<file path="src/rtl/ctrl_pkg.sv">
// Shared definitions for the decode-and-issue stage: opcode map, ALU and branch
// encodings, the registered control bundle and the issue FSM states.
package ctrl_pkg;

    localparam int unsigned OP_NOP  = 0;
    localparam int unsigned OP_ADD  = 1;
    localparam int unsigned OP_SUB  = 3;
    localparam int unsigned OP_AND  = 5;
    localparam int unsigned OP_OR   = 6;
    localparam int unsigned OP_NOR  = 7;
    localparam int unsigned OP_XOR  = 8;
    localparam int unsigned OP_SLA  = 9;
    localparam int unsigned OP_SLL  = 10;
    localparam int unsigned OP_SRA  = 11;
    localparam int unsigned OP_SRL  = 12;
    localparam int unsigned OP_MUL  = 14;
    localparam int unsigned OP_ADDI = 32;
    localparam int unsigned OP_SUBI = 33;
    localparam int unsigned OP_LD   = 36;
    localparam int unsigned OP_ST   = 37;
    localparam int unsigned OP_BEZ  = 40;
    localparam int unsigned OP_BNE  = 41;
    localparam int unsigned OP_JMP  = 42;

    // Native 4-bit ALU encodings; SLA and SLL share a shifter operation.
    localparam logic [3:0] ALU_ADD = 4'b0000;
    localparam logic [3:0] ALU_SUB = 4'b0010;
    localparam logic [3:0] ALU_AND = 4'b0100;
    localparam logic [3:0] ALU_OR  = 4'b0101;
    localparam logic [3:0] ALU_NOR = 4'b0110;
    localparam logic [3:0] ALU_XOR = 4'b0111;
    localparam logic [3:0] ALU_SLA = 4'b1000;
    localparam logic [3:0] ALU_SLL = 4'b1000;
    localparam logic [3:0] ALU_SRA = 4'b1001;
    localparam logic [3:0] ALU_SRL = 4'b1010;
    localparam logic [3:0] ALU_MUL = 4'b1011;

    localparam logic [1:0] BR_NONE = 2'b00;
    localparam logic [1:0] BR_BEZ  = 2'b01;
    localparam logic [1:0] BR_BNE  = 2'b10;
    localparam logic [1:0] BR_JMP  = 2'b11;

    typedef struct packed {
        logic [3:0] alu_command;
        logic       mem_read;
        logic       mem_write;
        logic       wb_enable;
        logic       is_immediate;
        logic [1:0] branch;
    } ctrl_bundle_t;

    typedef enum logic {
        ST_IDLE,
        ST_MUL_BUSY
    } ctrl_state_e;

    function automatic ctrl_bundle_t alu_bundle(input logic [3:0] cmd, input logic imm);
        ctrl_bundle_t b;
        b              = '0;
        b.alu_command  = cmd;
        b.wb_enable    = 1'b1;
        b.is_immediate = imm;
        return b;
    endfunction

    localparam ctrl_bundle_t MUL_BUNDLE = '{alu_command: ALU_MUL, mem_read: 1'b0,
                                            mem_write: 1'b0, wb_enable: 1'b1,
                                            is_immediate: 1'b0, branch: BR_NONE};

endpackage

</file>
<file path="src/rtl/ctrl_decode_comb.sv">
// Purely combinational opcode decoder: control bundle plus MUL and undefined-opcode flags.
module ctrl_decode_comb
    import ctrl_pkg::*;
#(
    parameter int OPCODE_W = 6
)
(
    input  logic [OPCODE_W-1:0] opcode_i,
    output ctrl_bundle_t        bundle_o,
    output logic                is_mul_o,
    output logic                is_illegal_o
);

    logic [31:0] op_wide;

    assign op_wide = 32'(opcode_i);

    always_comb begin
        bundle_o     = '0;
        is_mul_o     = 1'b0;
        is_illegal_o = 1'b0;
        case (op_wide)
            OP_NOP:  bundle_o = '0;
            OP_ADD:  bundle_o = alu_bundle(ALU_ADD, 1'b0);
            OP_SUB:  bundle_o = alu_bundle(ALU_SUB, 1'b0);
            OP_AND:  bundle_o = alu_bundle(ALU_AND, 1'b0);
            OP_OR:   bundle_o = alu_bundle(ALU_OR,  1'b0);
            OP_NOR:  bundle_o = alu_bundle(ALU_NOR, 1'b0);
            OP_XOR:  bundle_o = alu_bundle(ALU_XOR, 1'b0);
            OP_SLA:  bundle_o = alu_bundle(ALU_SLA, 1'b0);
            OP_SLL:  bundle_o = alu_bundle(ALU_SLL, 1'b0);
            OP_SRA:  bundle_o = alu_bundle(ALU_SRA, 1'b0);
            OP_SRL:  bundle_o = alu_bundle(ALU_SRL, 1'b0);
            OP_MUL: begin
                bundle_o = MUL_BUNDLE;
                is_mul_o = 1'b1;
            end
            OP_ADDI: bundle_o = alu_bundle(ALU_ADD, 1'b1);
            OP_SUBI: bundle_o = alu_bundle(ALU_SUB, 1'b1);
            OP_LD: begin
                bundle_o          = alu_bundle(ALU_ADD, 1'b1);
                bundle_o.mem_read = 1'b1;
            end
            OP_ST: begin
                bundle_o.mem_write    = 1'b1;
                bundle_o.is_immediate = 1'b1;
            end
            OP_BEZ: begin
                bundle_o.is_immediate = 1'b1;
                bundle_o.branch       = BR_BEZ;
            end
            OP_BNE: begin
                bundle_o.is_immediate = 1'b1;
                bundle_o.branch       = BR_BNE;
            end
            OP_JMP: begin
                bundle_o.is_immediate = 1'b1;
                bundle_o.branch       = BR_JMP;
            end
            default: is_illegal_o = 1'b1;
        endcase
    end

endmodule

</file>
<file path="src/rtl/pipelined_control_unit.sv">
// Registered decode-and-issue stage with stall/flush handling and a multi-cycle MUL
// sequencer. Optional undefined-opcode trap is enabled by defining CTRL_ILLEGAL_TRAP_EN.
module pipelined_control_unit
    import ctrl_pkg::*;
#(
    parameter int OPCODE_W   = 6,
    parameter int ALU_CMD_W  = 4,
    parameter int MUL_CYCLES = 4
)
(
    input  logic                 clk,
    input  logic                 rst_n,
    input  logic                 in_valid,
    input  logic [OPCODE_W-1:0]  opcode,
    input  logic                 freeze,
    input  logic                 flush,
    output logic                 out_valid,
    output logic [ALU_CMD_W-1:0] alu_command,
    output logic                 mem_read,
    output logic                 mem_write,
    output logic                 wb_enable,
    output logic                 is_immediate,
    output logic [1:0]           branch,
    output logic                 stall_o,
    output logic                 illegal_o,
    output logic                 illegal_seen
);

    localparam int              CNT_W    = $clog2(MUL_CYCLES);
    localparam logic [CNT_W-1:0] CNT_LOAD = CNT_W'(MUL_CYCLES - 1);
    localparam logic [CNT_W-1:0] CNT_LAST = CNT_W'(1);

    ctrl_state_e      state_q, state_d;
    logic [CNT_W-1:0] cnt_q, cnt_d;
    ctrl_bundle_t     bundle_q, bundle_d;
    logic             valid_q, valid_d;
    logic             illegal_q, illegal_d;
    logic             seen_q, seen_d;

    ctrl_bundle_t dec_bundle;
    logic         dec_is_mul;
    logic         dec_is_illegal;
    logic         is_nop;

    ctrl_decode_comb #(
        .OPCODE_W (OPCODE_W)
    ) u_decode (
        .opcode_i     (opcode),
        .bundle_o     (dec_bundle),
        .is_mul_o     (dec_is_mul),
        .is_illegal_o (dec_is_illegal)
    );

    assign is_nop = (32'(opcode) == OP_NOP);

    // Any non-frozen cycle starts from a bubble; the counter reaching zero is the
    // same edge that issues the MUL, so stall covers MUL_CYCLES-1 cycles.
    always_comb begin
        state_d   = state_q;
        cnt_d     = cnt_q;
        bundle_d  = bundle_q;
        valid_d   = valid_q;
        illegal_d = illegal_q;
        seen_d    = seen_q;
        if (flush) begin
            state_d   = ST_IDLE;
            cnt_d     = '0;
            bundle_d  = '0;
            valid_d   = 1'b0;
            illegal_d = 1'b0;
        end else if (!freeze) begin
            bundle_d  = '0;
            valid_d   = 1'b0;
            illegal_d = 1'b0;
            case (state_q)
                ST_IDLE: begin
                    if (in_valid) begin
                        if (dec_is_mul) begin
                            state_d = ST_MUL_BUSY;
                            cnt_d   = CNT_LOAD;
                        end else if (dec_is_illegal) begin
`ifdef CTRL_ILLEGAL_TRAP_EN
                            illegal_d = 1'b1;
                            seen_d    = 1'b1;
`endif
                        end else if (!is_nop) begin
                            bundle_d = dec_bundle;
                            valid_d  = 1'b1;
                        end
                    end
                end
                ST_MUL_BUSY: begin
                    if (cnt_q == CNT_LAST) begin
                        state_d  = ST_IDLE;
                        cnt_d    = '0;
                        bundle_d = MUL_BUNDLE;
                        valid_d  = 1'b1;
                    end else begin
                        cnt_d = cnt_q - CNT_LAST;
                    end
                end
                default: state_d = ST_IDLE;
            endcase
        end
    end

    always_ff @(posedge clk or negedge rst_n) begin
        if (!rst_n) begin
            state_q  <= ST_IDLE;
            cnt_q    <= '0;
            bundle_q <= '0;
            valid_q  <= 1'b0;
        end else begin
            state_q  <= state_d;
            cnt_q    <= cnt_d;
            bundle_q <= bundle_d;
            valid_q  <= valid_d;
        end
    end

`ifdef CTRL_ILLEGAL_TRAP_EN
    always_ff @(posedge clk or negedge rst_n) begin
        if (!rst_n) begin
            illegal_q <= 1'b0;
            seen_q    <= 1'b0;
        end else begin
            illegal_q <= illegal_d;
            seen_q    <= seen_d;
        end
    end
`else
    assign illegal_q = 1'b0;
    assign seen_q    = 1'b0;
`endif

    assign out_valid    = valid_q;
    assign alu_command  = ALU_CMD_W'(bundle_q.alu_command);
    assign mem_read     = bundle_q.mem_read;
    assign mem_write    = bundle_q.mem_write;
    assign wb_enable    = bundle_q.wb_enable;
    assign is_immediate = bundle_q.is_immediate;
    assign branch       = bundle_q.branch;
    assign stall_o      = freeze | (state_q == ST_MUL_BUSY);
    assign illegal_o    = illegal_q;
    assign illegal_seen = seen_q;

endmodule

</file>
<file path="config.mk">
export PLATFORM = sky130hd
export DESIGN_NAME = pipelined_control_unit
export DESIGN_NICKNAME = d
export VERILOG_FILES = /design/src/rtl/ctrl_pkg.sv /design/src/rtl/ctrl_decode_comb.sv /design/src/rtl/pipelined_control_unit.sv
export SDC_FILE = /design/constraint.sdc
export NUM_CORES = 1
export LEC_CHECK = 0
export ABC_AREA = 1
export ABC_CLOCK_PERIOD_IN_PS = 1300
export CAP_MARGIN = 15
export CORE_UTILIZATION = 48
export CTS_CLUSTER_DIAMETER = 80
export DETAILED_ROUTE_END_ITERATION = 16
export GPL_TIMING_DRIVEN = 0
export PLACE_DENSITY = 0.8
export SLEW_MARGIN = 10
export SYNTH_ARGS = -nofsm -noshare
export SYNTH_HDL_FRONTEND = slang
export SYNTH_SLANG_ARGS = --single-unit
</file>
<file path="constraint.sdc">
create_clock -name clk -period 1.3 [get_ports clk]
set_input_delay 0.39 -clock clk [delete_from_list [all_inputs] [get_ports clk]]
set_output_delay 0.39 -clock clk [all_outputs]
set_load 0.05 [all_outputs]
</file>
Yosys cells after proc, flatten, opt, wreduce, memory -nomap -nowiden. Index checks and enable logic that the tools add are counted.

Bits of input ports: 11. Output and inout port bits: 14. Register bits: 14. Word-level logic and storage cells: 76.

Add/subtract/negate cells: 1. Multiplexer cells: 34. Eq/ne operators: 22. Reduce and logical (&&, ||, !) cells: 8. Bitwise operators: 2.

Operator list (number): $mux W10 (7); $pmux W5 S10 (1); $eq A6 B6 Y1 const B (7); $eq A6 B4 Y1 const B (6); $logic_not A32 Y1 (1); $pmux W10 S2 (1); $reduce_or A19 Y1 (1); $eq A6 B3 Y1 const B (3); $mux W1 (16); $reduce_or A14 Y1 (1); $mux W2 (5); $reduce_or A7 Y1 (1); $eq A6 B1 Y1 const B (1); $eq A6 B2 Y1 const B (1); $logic_not A6 Y1 (1); $ne A3 B3 Y1 const B (2); $pmux W2 S3 (1); $pmux W1 S2 (2); $pmux W2 S2 (1); $reduce_or A2 Y1 (2); $reduce_and A3 Y1 (1); $eq A2 B1 Y1 const B (1); $ne A2 B1 Y1 const B (1); $sub A2 B1 Y2 const B (1); 2 further kinds (2).

Longest topological paths before layout. Gate-level depths: netlist of run 1.

Depth after elaboration: 10. Depth in mapped cells: 10. Gate-level depth less buffers: 10.

By module. Synthesis of run 1 repeated with hierarchy kept, for this count alone.

Cell total of the unflattened synthesis: 156. Area, all modules: 1051.0 µm².

Modules (own cells, without submodules): pipelined_control_unit (instances 1, area each 696.9 µm², sequential area each 350.3 µm², cells each 83); ctrl_decode_comb (instances 1, area each 354.1 µm², sequential area each 0.0 µm², cells each 73).

Least setup slack after synthesis of run 1. OpenSTA, ideal clock, no wires.

Kind: input port to flip-flop. Start point: input port freeze. End point: register bundle_q, in the netlist branch[0]. Data arrival time: 1149 ps. Path buffers: 0. Data required time: 1201 ps. Cell stages on the path: 3. Slack: 52 ps. Library setup time: 99 ps. Path through: inv_1 > nand2_1 > o31ai_1.

Longest elaborated chain between the ends: 1.

RTL lines: start, declared (RTL line pipelined_control_unit.sv:15) `input logic freeze,`; $ne A2 B1 Y1 (no line); end signal, assigned (RTL line pipelined_control_unit.sv:116) `bundle_q <= bundle_d;`; end, declared (RTL line pipelined_control_unit.sv:35) `ctrl_bundle_t bundle_q, bundle_d;`.

Every way passes these cells. A chain may end at the register's enable or synchronous reset.

Worst setup path after layout of run 1.
Start point: register state_q. End point: output port stall_o.

Longest elaborated chain between the ends: 1.

RTL lines: start, declared (RTL line pipelined_control_unit.sv:33) `ctrl_state_e state_q, state_d;`; start signal, assigned (RTL line pipelined_control_unit.sv:114) `state_q <= state_d;`; $or A1 B1 Y1 (RTL line pipelined_control_unit.sv:143) `assign stall_o = freeze | (state_q == ST_MUL_BUSY);`; end, declared (RTL line pipelined_control_unit.sv:24) `output logic stall_o,`.

Every way passes these cells.

==> results of run 1 <==
## placed cells by master, fill, tap and decap left out, drive strengths merged
master	Yosys	layout
nor3	2	2
ha	1	1
buf	5	18
o22ai	1	1
o2111ai	1	1
a21oi	3	3
inv	17	17
nor2	18	19
dfrtp	14	14
dlygate4sd2	0	1
clkdlybuf4s15	0	1
o31ai	2	2
conb	1	2
nand3	19	19
clkdlybuf4s50	0	1
dlymetal6s2s	0	1
o21ai	10	10
nand4	2	2
nand2	53	53
clkbuf	0	17
## path summary, 6_finish.rpt
path	from	end	slack [ns]	cells after the start
setup / recovery	state_q	stall_o	-0.05	3
min in group asynchronous	rst_n	state_q	0.50	1
hold reg to reg	alu_command[1]	alu_command[1]	0.48	2
hold / removal	flush	branch[0]	0.46	2
setup reg to reg	state_q	cnt_q[0]	0.05	6
max in group asynchronous	rst_n	alu_command[2]	0.40	1
## registers in the layout, indices dropped and copies added (netlist names)
register	count
is_immediate	1
mem_read	1
branch	2
cnt_q	2
state_q	1
mem_write	1
out_valid	1
wb_enable	1
alu_command	4
## metrics by stage
step                instance area [um2]  TNS [ns]
global route                       1338  -0.09895
detailed placement                 1232    -10.91
global placement                   1232    -10.43
floorplan                         980.9         0
finish                             1338  -0.05457
CTS                                1282  -0.08741
## routing by layer
layer,up-vias,share of wire,global-route usage
li1,552,-,-
met1,509,0.42,0.3286
met2,43,0.50,0.4528
met3,7,0.067,0.05769
met4,0,0.015,0.09714
met5,-,0,0
## worst max-delay path, delay by kind of cell (launching register included)
family | cells | cell delay [ns]
DFF | 1 | 0.40
buffers and inverters | 2 | 0.22
and+or+nand+nor | 1 | 0.07
## cell type report
type / instances / area [um2] / share of cell area
Buffer: 5 / 35.03 / 0.02619
Clock buffer: 3 / 22.52 / 0.01684
Inverter: 17 / 63.81 / 0.04771
Multi-Input combinational cell: 115 / 585.6 / 0.4378
Sequential cell: 14 / 350.3 / 0.2619
Tap cell: 25 / 31.28 / 0.02339
Timing Repair Buffer: 31 / 249.0 / 0.1862
## Yosys cell counts
cell type  instances
nand2_1           53
nand3_1           18
inv_1             15
dfrtp_1           14
nor2_1            14
o21ai_1            6
buf_4              4
a21oi_1            3
inv_2              2
nand4_1            2
nor2_2             2
nor2_4             2
nor3_1             2
o21ai_0            2
o21ai_2            2
o31ai_1            2
buf_2              1
conb_1             1
ha_1               1
nand3_2            1
o2111ai_1          1
o22ai_1            1
## power groups by stage
| stage | Clock [uW] | Combinational, uW | Sequential (uW) |
|---|---|---|---|
| 6_report | 238 | 239 | 443 |
| 4_1_cts | 250 | 225 | 443 |
| 2_1_floorplan | 0 | 106 | 470 |
| 3_3_place_gp | 0 | 204 | 452 |
| 3_5_place_dp | 0 | 208 | 452 |
| 5_1_grt | 263 | 261 | 444 |
## repair_timing
action | in CTS | in global routing
resized for setup | 85 | 30
setup endpoints to repair | 26 | 23
buffers inserted | 5 | 4
cloned | 1 | 0
hold buffers | 0 | 0
pin swaps | 3 | 1
## logic make-up after synthesis
logic type | share of synthesized area
fa+ha+maj | 0.01280
simple gates | 0.4187
compound gates | 0.1050
buf+inv | 0.1011
flops | 0.3585
other cells | 0.003838
==> results.toml, run 1 <==
[yosys]
synthCells = 149
synthDominantAreaCellType = "dfrtp_1"
synth.lib_cells_used.distinct = 22
synth-seq-cells = 14
yosys_warnings = 0
yosysTopAreaCellShare = 0.3585
syn-mean-instance-area_um2 = 6.558
mappedNetlistArea_um2 = 977.2
post_synth_main_area_contributors = "dfrtp_1, nand2_1, nand3_1"
synth_seq_area_share = 0.3585

[power_and_ir_drop]
p_seq_frac = 0.482
net_sw_power_uw = 292.0
comb_power_share = 0.260
internal-power_uw = 628.6
irDropWorstVdd_mv = 0.4561
cellLeakagePower_uw = 0.0007172
post-layout-total-power_uw = 920.6
cell_area_power_density_nw_per_um2 = 688.3
switching_share = 0.3172
power_frac_clock = 0.258

[final_layout]
n_fill_cell = 163
diodes = 0
layout.nets = 199
syn2layout_area_growth_pct = 36.88
drive_gt1_frac = 0.3027
finalCoreUtilization = 0.7347
fin_cells = 210

[place]
dp_worst_setup_slack_ns = -0.9909
io_buffer_count = 22
place_congestion = 0.9267
post-place-cells = 197
dp.final_hpwl_um = 1841

[sta]
worstMarginPinSlew_ns = 0.6292
layout_worst_path_cycle_share = 1.042
period_minus_slack_ns = 1.355
setup_slack_ns = -0.05457
setup_violations = 1
timing.final.hold_violations = 0
grt_setup_unrepaired = "yes"
fmax_mhz = 738.2
hold_ws_ns = 0.4554
maxSlewHeadroom = 0.5792
final-max-slew-violation-count = 0
finalClockSkew_ns = 0.004221

[floorplanning]
die_h_um = 47.12
floorplan.initialDensity = 0.5368
die_w_um = 47.12
fp-row-count = 15
core_region_area_um2 = 1821
fp.dieArea_um2 = 2220
floorplan.io_pins = 25

[clock_tree]
clock_tree.htree_level_count = 1
cts_tree = "yes"
cts.reportedPaths.clkPinSlew_ns = 0.08
clock_sinks = 14
cts_made_buffers = 3
clk_path_buf_depth = 2
clock_latency_ns = 0.28
cts-root-buf = "clkbuf_4"

[job]
cap_violations = 0

[route]
drt_pass1_iterations = 4
wl_per_cell_um = 12.51
detailedRoute.firstIterationViolations = 57
detail-route-antenna-nets = 0
post_drt_via_cell_ratio = 5.290
drc = 0
totalWireLength_um = 2627
via_count_of_the_routed_design = 1111

[global_routing]
grt.total_usage = 0.2655
globalRoute.totalOverflow = 0
grt_antenna_before_repair = 0
first_pass_grt_wire_length_um = 4119
grt_start_max_net_pins = 15
grt_pass1_vias = 1003

[setup_path]
arrival_ns = 0.96
critPathRequiredTime_ns = 0.91
worst_path_largest_cell_delay_ns = 0.40
worstSetupStartpointType = "register"
worstPathCellList = "inv_2 -> nand2_2 -> buf_8"
crit_slowest_cell = "dfrtp_1"
worstSetupEndpointType = "output pin"
critical_path_class = "reg2out"
cp_max_fo = 2

[worst_hold_path]
worst_hold_path_type = "in2reg"

[status]
violations = "negative setup slack"
run_status = "complete, but fails checks"
Note: power is estimated with default switching activity, not from simulation.
==> run 2: changes to the inputs <==
--- a/config.mk
+++ b/config.mk
@@ -14,5 +14,4 @@
 export GPL_TIMING_DRIVEN = 0
 export PLACE_DENSITY = 0.8
-export SLEW_MARGIN = 10
 export SYNTH_ARGS = -nofsm -noshare
 export SYNTH_HDL_FRONTEND = slang
==> constraint.sdc (replaced) <==
create_clock -name clk -period 1.3 [get_ports clk]
set_input_delay 0.39 -clock clk [delete_from_list [all_inputs] [get_ports clk]]
set_output_delay 0.39 -clock clk [all_outputs]
set_load 0.005 [all_outputs]
==> results.toml, run 2 (synthesized netlist as in run 1, its figures left out) <==
[route]
via_count_of_the_routed_design = 1129
drc = 0
wl_per_cell_um = 12.29
totalWireLength_um = 2606
detail-route-antenna-nets = 0
post_drt_via_cell_ratio = 5.325
detailedRoute.firstIterationViolations = 36
drt_pass1_iterations = 4

[global_routing]
grt_start_max_net_pins = 15
grt.total_usage = 0.2657
grt_antenna_before_repair = 0
grt_pass1_vias = 1011
globalRoute.totalOverflow = 0
first_pass_grt_wire_length_um = 4105

[power_and_ir_drop]
switching_share = 0.2903
net_sw_power_uw = 254.6
internal-power_uw = 622.3
comb_power_share = 0.224
irDropWorstVdd_mv = 0.4608
cell_area_power_density_nw_per_um2 = 643.0
cellLeakagePower_uw = 0.0007230
p_seq_frac = 0.505
power_frac_clock = 0.270

[sta]
layout_worst_path_cycle_share = 1.016
fmax_mhz = 757.3
setup_slack_ns = -0.02040
timing.final.hold_violations = 0
final-max-slew-violation-count = 0
worstMarginPinSlew_ns = 0.6259
timing.setup.tns_ns = -0.02040
period_minus_slack_ns = 1.320
finalClockSkew_ns = 0.002855
maxSlewHeadroom = 0.5814
setup_violations = 1
grt_setup_unrepaired = "yes"

[place]
dp.final_hpwl_um = 1841
dp_worst_setup_slack_ns = -0.6880
placed_area_um2 = 1232
place_congestion = 0.9267
io_buffer_count = 22

[status]
violations = "negative setup slack"
run_status = "complete, but fails checks"

[setup_path]
worst_path_largest_cell_delay_ns = 0.40
worstReg2RegStart = "state_q"
arrival_ns = 0.93
critPathRequiredTime_ns = 0.91
worst_r2r_path_depth = 5
cp_max_fo = 2
r2r_setup_slack_ns = 0.16
critical_path_class = "reg2out"
worstSetupStartpointType = "register"
worstPathCellList = "inv_2 -> nand2_2 -> buf_2"
crit_start = "state_q"
critical_path.reg2reg.endpoint = "cnt_q[0]"
crit_slowest_cell = "dfrtp_1"
worstSetupEndpointType = "output pin"

[final_layout]
layout.nets = 201
number_of_flip_flops_under_the_largest_register_name = 4
final_cell_area_um2 = 1364
mostFrequentLayoutCells = "nand2_1, nand3_1, buf_4, dfrtp_1, inv_1"
drive_gt1_frac = 0.2567
leading_cell_type_in_the_layout_fill_and_taps_excluded = "nand2_1"
syn2layout_area_growth_pct = 39.56
diodes = 0

[clock_tree]
cts.reportedPaths.clkPinSlew_ns = 0.08
clock_sinks = 14
clock_tree.htree_level_count = 1
clk_path_buf_depth = 2
cts_tree = "yes"
cts-root-buf = "clkbuf_4"
cts.hold.buffers_added = 0
clock_latency_ns = 0.28
cts_made_buffers = 3

[floorplanning]
floorplan.io_pins = 25
fp.dieArea_um2 = 2220
die_h_um = 47.12
fp-row-count = 15
die_w_um = 47.12
core_region_area_um2 = 1821
floorplan.initialDensity = 0.5368

[worst_hold_path]
worst_hold_startpoint = "flush"
holdPathStages = 2
worst_hold_path_type = "in2reg"
worstHoldEndpoint = "branch[0]"

[job]
cap_violations = 0
==> run 2: changes by cell type in the layout (fill, tap and decap cells not counted) <==
cell and change:
buf_2 +1, dlygate4sd2_1 +1, clkdlybuf4s15_1 +9, buf_8 -1, buf_4 -1, clkbuf_2 +1, clkbuf_4 -8
==> run 2: worst max path at each step <==
stage,endpoint,depth (start not counted)
final,stall_o,3
after global routing,stall_o,3
after floorplan,out_valid,8
after detailed placement,stall_o,4
after global placement,stall_o,4
after CTS,stall_o,3
==> run 2: repair_timing <==
| item | in CTS | in global routing |
|---|---|---|
| buffers inserted | 10 | 1 |
| gates resized for setup | 46 | 17 |
| setup endpoints to repair | 26 | 14 |
| gates cloned | 1 | 0 |
| pin swaps | 2 | 2 |
| endpoints found under the hold margin | 0 | 0 |
==> run 2: worst max-delay path, delay by kind of cell (launching register included) <==
family | cells | cell delay, ns
flip-flops | 1 | 0.40
buffers and inverters | 2 | 0.19
AND/OR/NAND/NOR | 1 | 0.06
==> run 2: per-layer routing <==
metal | part of all wire | vias to the layer above | track usage
li1 | - | 554 | -
met1 | 0.43 | 516 | 0.3223
met2 | 0.49 | 51 | 0.4583
met3 | 0.063 | 8 | 0.06538
met4 | 0.015 | 0 | 0.09143
met5 | 0 | - | 0
==> run 2: final cells by class <==
class | count | area [um2]
flip-flops and latches | 14 | 350.3
inverters | 17 | 63.81
fillers | 157 | 456.7
repair buffers | 33 | 275.3
well taps | 25 | 31.28
plain buffers | 5 | 35.03
multi-input cells | 115 | 585.6
clock buffers | 3 | 22.52
==> run 2: power by group through the flow <==
stage	clock network (uW)	logic, uW	registers [uW]
floorplan	0	88.2	453
global placement	0	168	452
detailed placement	0	172	452
CTS	250	188	443
global route	263	219	444
finish	237	197	443
==> run 2: through the flow <==
stage	hold slack, ns	power, uW	instances	util
final	0.4503	876.9	212	0.7491
after global routing	0.4837	925.7	212	0.7491
after CTS	0.4861	880.9	211	0.7491
after detailed placement	0.4655	624.3	197	0.6770
after global placement	0.4656	620.2	197	0.6770
after floorplan	0.09441	540.8	150	-
==> run 3: changes to the inputs <==
SLEW_MARGIN = 20   (was not set)
==> results of run 3 <==
Final layout, timing and power as in run 2 (identical DEF).
==> patch: new RTL, config.mk and constraints of run 1 <==
Set the parameter `ALU_CMD_W` to 6 (it was 4).
--- a/src/rtl/pipelined_control_unit.sv
+++ b/src/rtl/pipelined_control_unit.sv
@@ -4,7 +4,7 @@
     import ctrl_pkg::*;
 #(
     parameter int OPCODE_W   = 6,
-    parameter int ALU_CMD_W  = 4,
+    parameter int ALU_CMD_W  = 6,
     parameter int MUL_CYCLES = 4
 )
 (
Interface: changed (resized alu_command); port bits go from 25 to 27. No check against the original RTL was run, so the function may have changed too.
==> patch against run 1 <==
- the flow still finishes with violations (setup timing)
- synthesized cell count rose by 1.3%
- worst setup slack got worse by 0.055 ns
- sequential share of layout area fell by 0.85 points
- sequential power barely moved
- routed wire length rose by 11%
- power rose by 13%
- register-to-register slack improved by 0.03 ns
- maximum frequency fell by 3.9%
- final area rose by 3.4%
- die area rose by 1.5%
- sequential cell count did not move
- synthesized area rose by 1.5%
- critical path type unchanged
==> patch: results (changes against run 1) <==
[layout]
nNonClkBuffers = 39  ; was 36
nFillCells = 175  ; was 163
layout.nets = 204  ; was 199
nonClkBufAreaFrac = 0.212  ; about the same
multiInputGateArea_um2 = 606  ; was 586 um^2
clock_cell_area_share = 0.0262  ; was 0.0168
multi_input_area_share = 0.438  ; about the same
largest_reg_flops = 4  ; unchanged
multi_input_cells = 117  ; was 115
drive_gt1_frac = 0.314  ; was 0.303
seq-cell-share = 0.253  ; was 0.262
clkbuf_count = 4  ; was 3

[timing]
finalSetupTns_ns = -0.110  ; was -0.0546 ns
worst_slack_ns = -0.110  ; was -0.0546 ns
finClkSkew_ns = 0.00141  ; was 0.00422 ns
setup_viol = 1  ; unchanged
worst_slew_pin_slew_ns = 0.653  ; was 0.629 ns

[global_route]
use_met2 = 0.441  ; was 0.453
grt_pass1_wl_um = 4080  ; was 4120 um
grt_pass1_vias = 971  ; was 1003
use_met3 = 0.0566  ; was 0.0577
met1_usage = 0.316  ; was 0.329
grt_usage = 0.254  ; was 0.266

[power]
leakagePower_nw = 0.740  ; was 0.717 nW
ir_drop_mv = 0.541  ; was 0.456 mV
p_sw_w = 0.000338  ; was 0.000292 W

[placed_design]
gp_congestion = 0.837  ; was 0.927
hpwl_um = 1760  ; was 1840 um
place_area_um2 = 1260  ; was 1230 um^2

[synthesis]
syn_area_um2 = 992  ; was 977 um^2
synthTopCellsByArea = dfrtp_1 (35%), nand2_1 (20%), nand3_1 (9.1%), inv_1 (5.7%), nor2_1 (5.3%)  ; was dfrtp_1 (36%), nand2_1 (20%), nand3_1 (9.2%), inv_1 (5.8%), nor2_1 (5.4%)
synth_warnings = 0  ; unchanged
ys_seq_area_frac = 0.353  ; was 0.359
avgSynthCellArea_um2 = 6.57  ; was 6.56 um^2

[clock_network]
postCtsHoldBufs = 0  ; unchanged
clock_latency_ns = 0.29
numCtsBuffers = 3  ; unchanged

[routing]
route.met2.wl_um = 1440  ; was 1320 um
wl_met1_um = 1100  ; was 1090 um
wl_um = 2930  ; was 2630 um
dr.first_iter.drc_count = 80  ; was 57
num_vias = 1176  ; was 1111
wl_met3_um = 236  ; was 175 um
firstDrtPassIters = 4  ; unchanged

[status]
violations = setup timing  ; unchanged
outcome = finished, violations left  ; unchanged

[critical_path]
crit_arrival_ns = 1.02  ; was 0.96 ns
r2r_end = alu_command[2]  ; was cnt_q[0]
crit_fanout = 3  ; was 2
crit_path_max_incr_delay_ns = 0.42  ; was 0.40 ns
rrSetupSlack_ns = 0.08  ; was 0.05 ns
ff2ff_path_depth = 5  ; was 6

[min_path]
hp-class = in -> async  ; was in -> reg

==> patch: power groups by stage <==
stage | Sequential, W | Clock [W] | Combinational [W]
2_1_floorplan | 0.000470 | 0 | 0.000123
3_3_place_gp | 0.000452 | 0 | 0.000221
3_5_place_dp | 0.000452 | 0 | 0.000223
4_1_cts | 0.000443 | 0.000324 | 0.000234
5_1_grt | 0.000444 | 0.000347 | 0.000289
6_report | 0.000444 | 0.000329 | 0.000265
==> patch: cells by family (layout without fill, tap and decap cells) <==
logic type	after synthesis	in the layout	synth area share
flip-flops	14	14	0.353
buffers and inverters	24	60	0.115
AND/OR/NAND/NOR	94	95	0.412
adder cells (fa/ha/maj)	1	1	0.0126
AO/OA/AOI/OAI	17	17	0.103
other	1	4	0.00378
==> patch: what timing repair did <==
item                                   in CTS  in global routing
pin swaps                                   2                  2
gates cloned                                1                  0
gates resized for setup                    88                 32
buffers inserted                            4                  6
setup endpoints to repair                  26                 21
endpoints found under the hold margin       0                  0
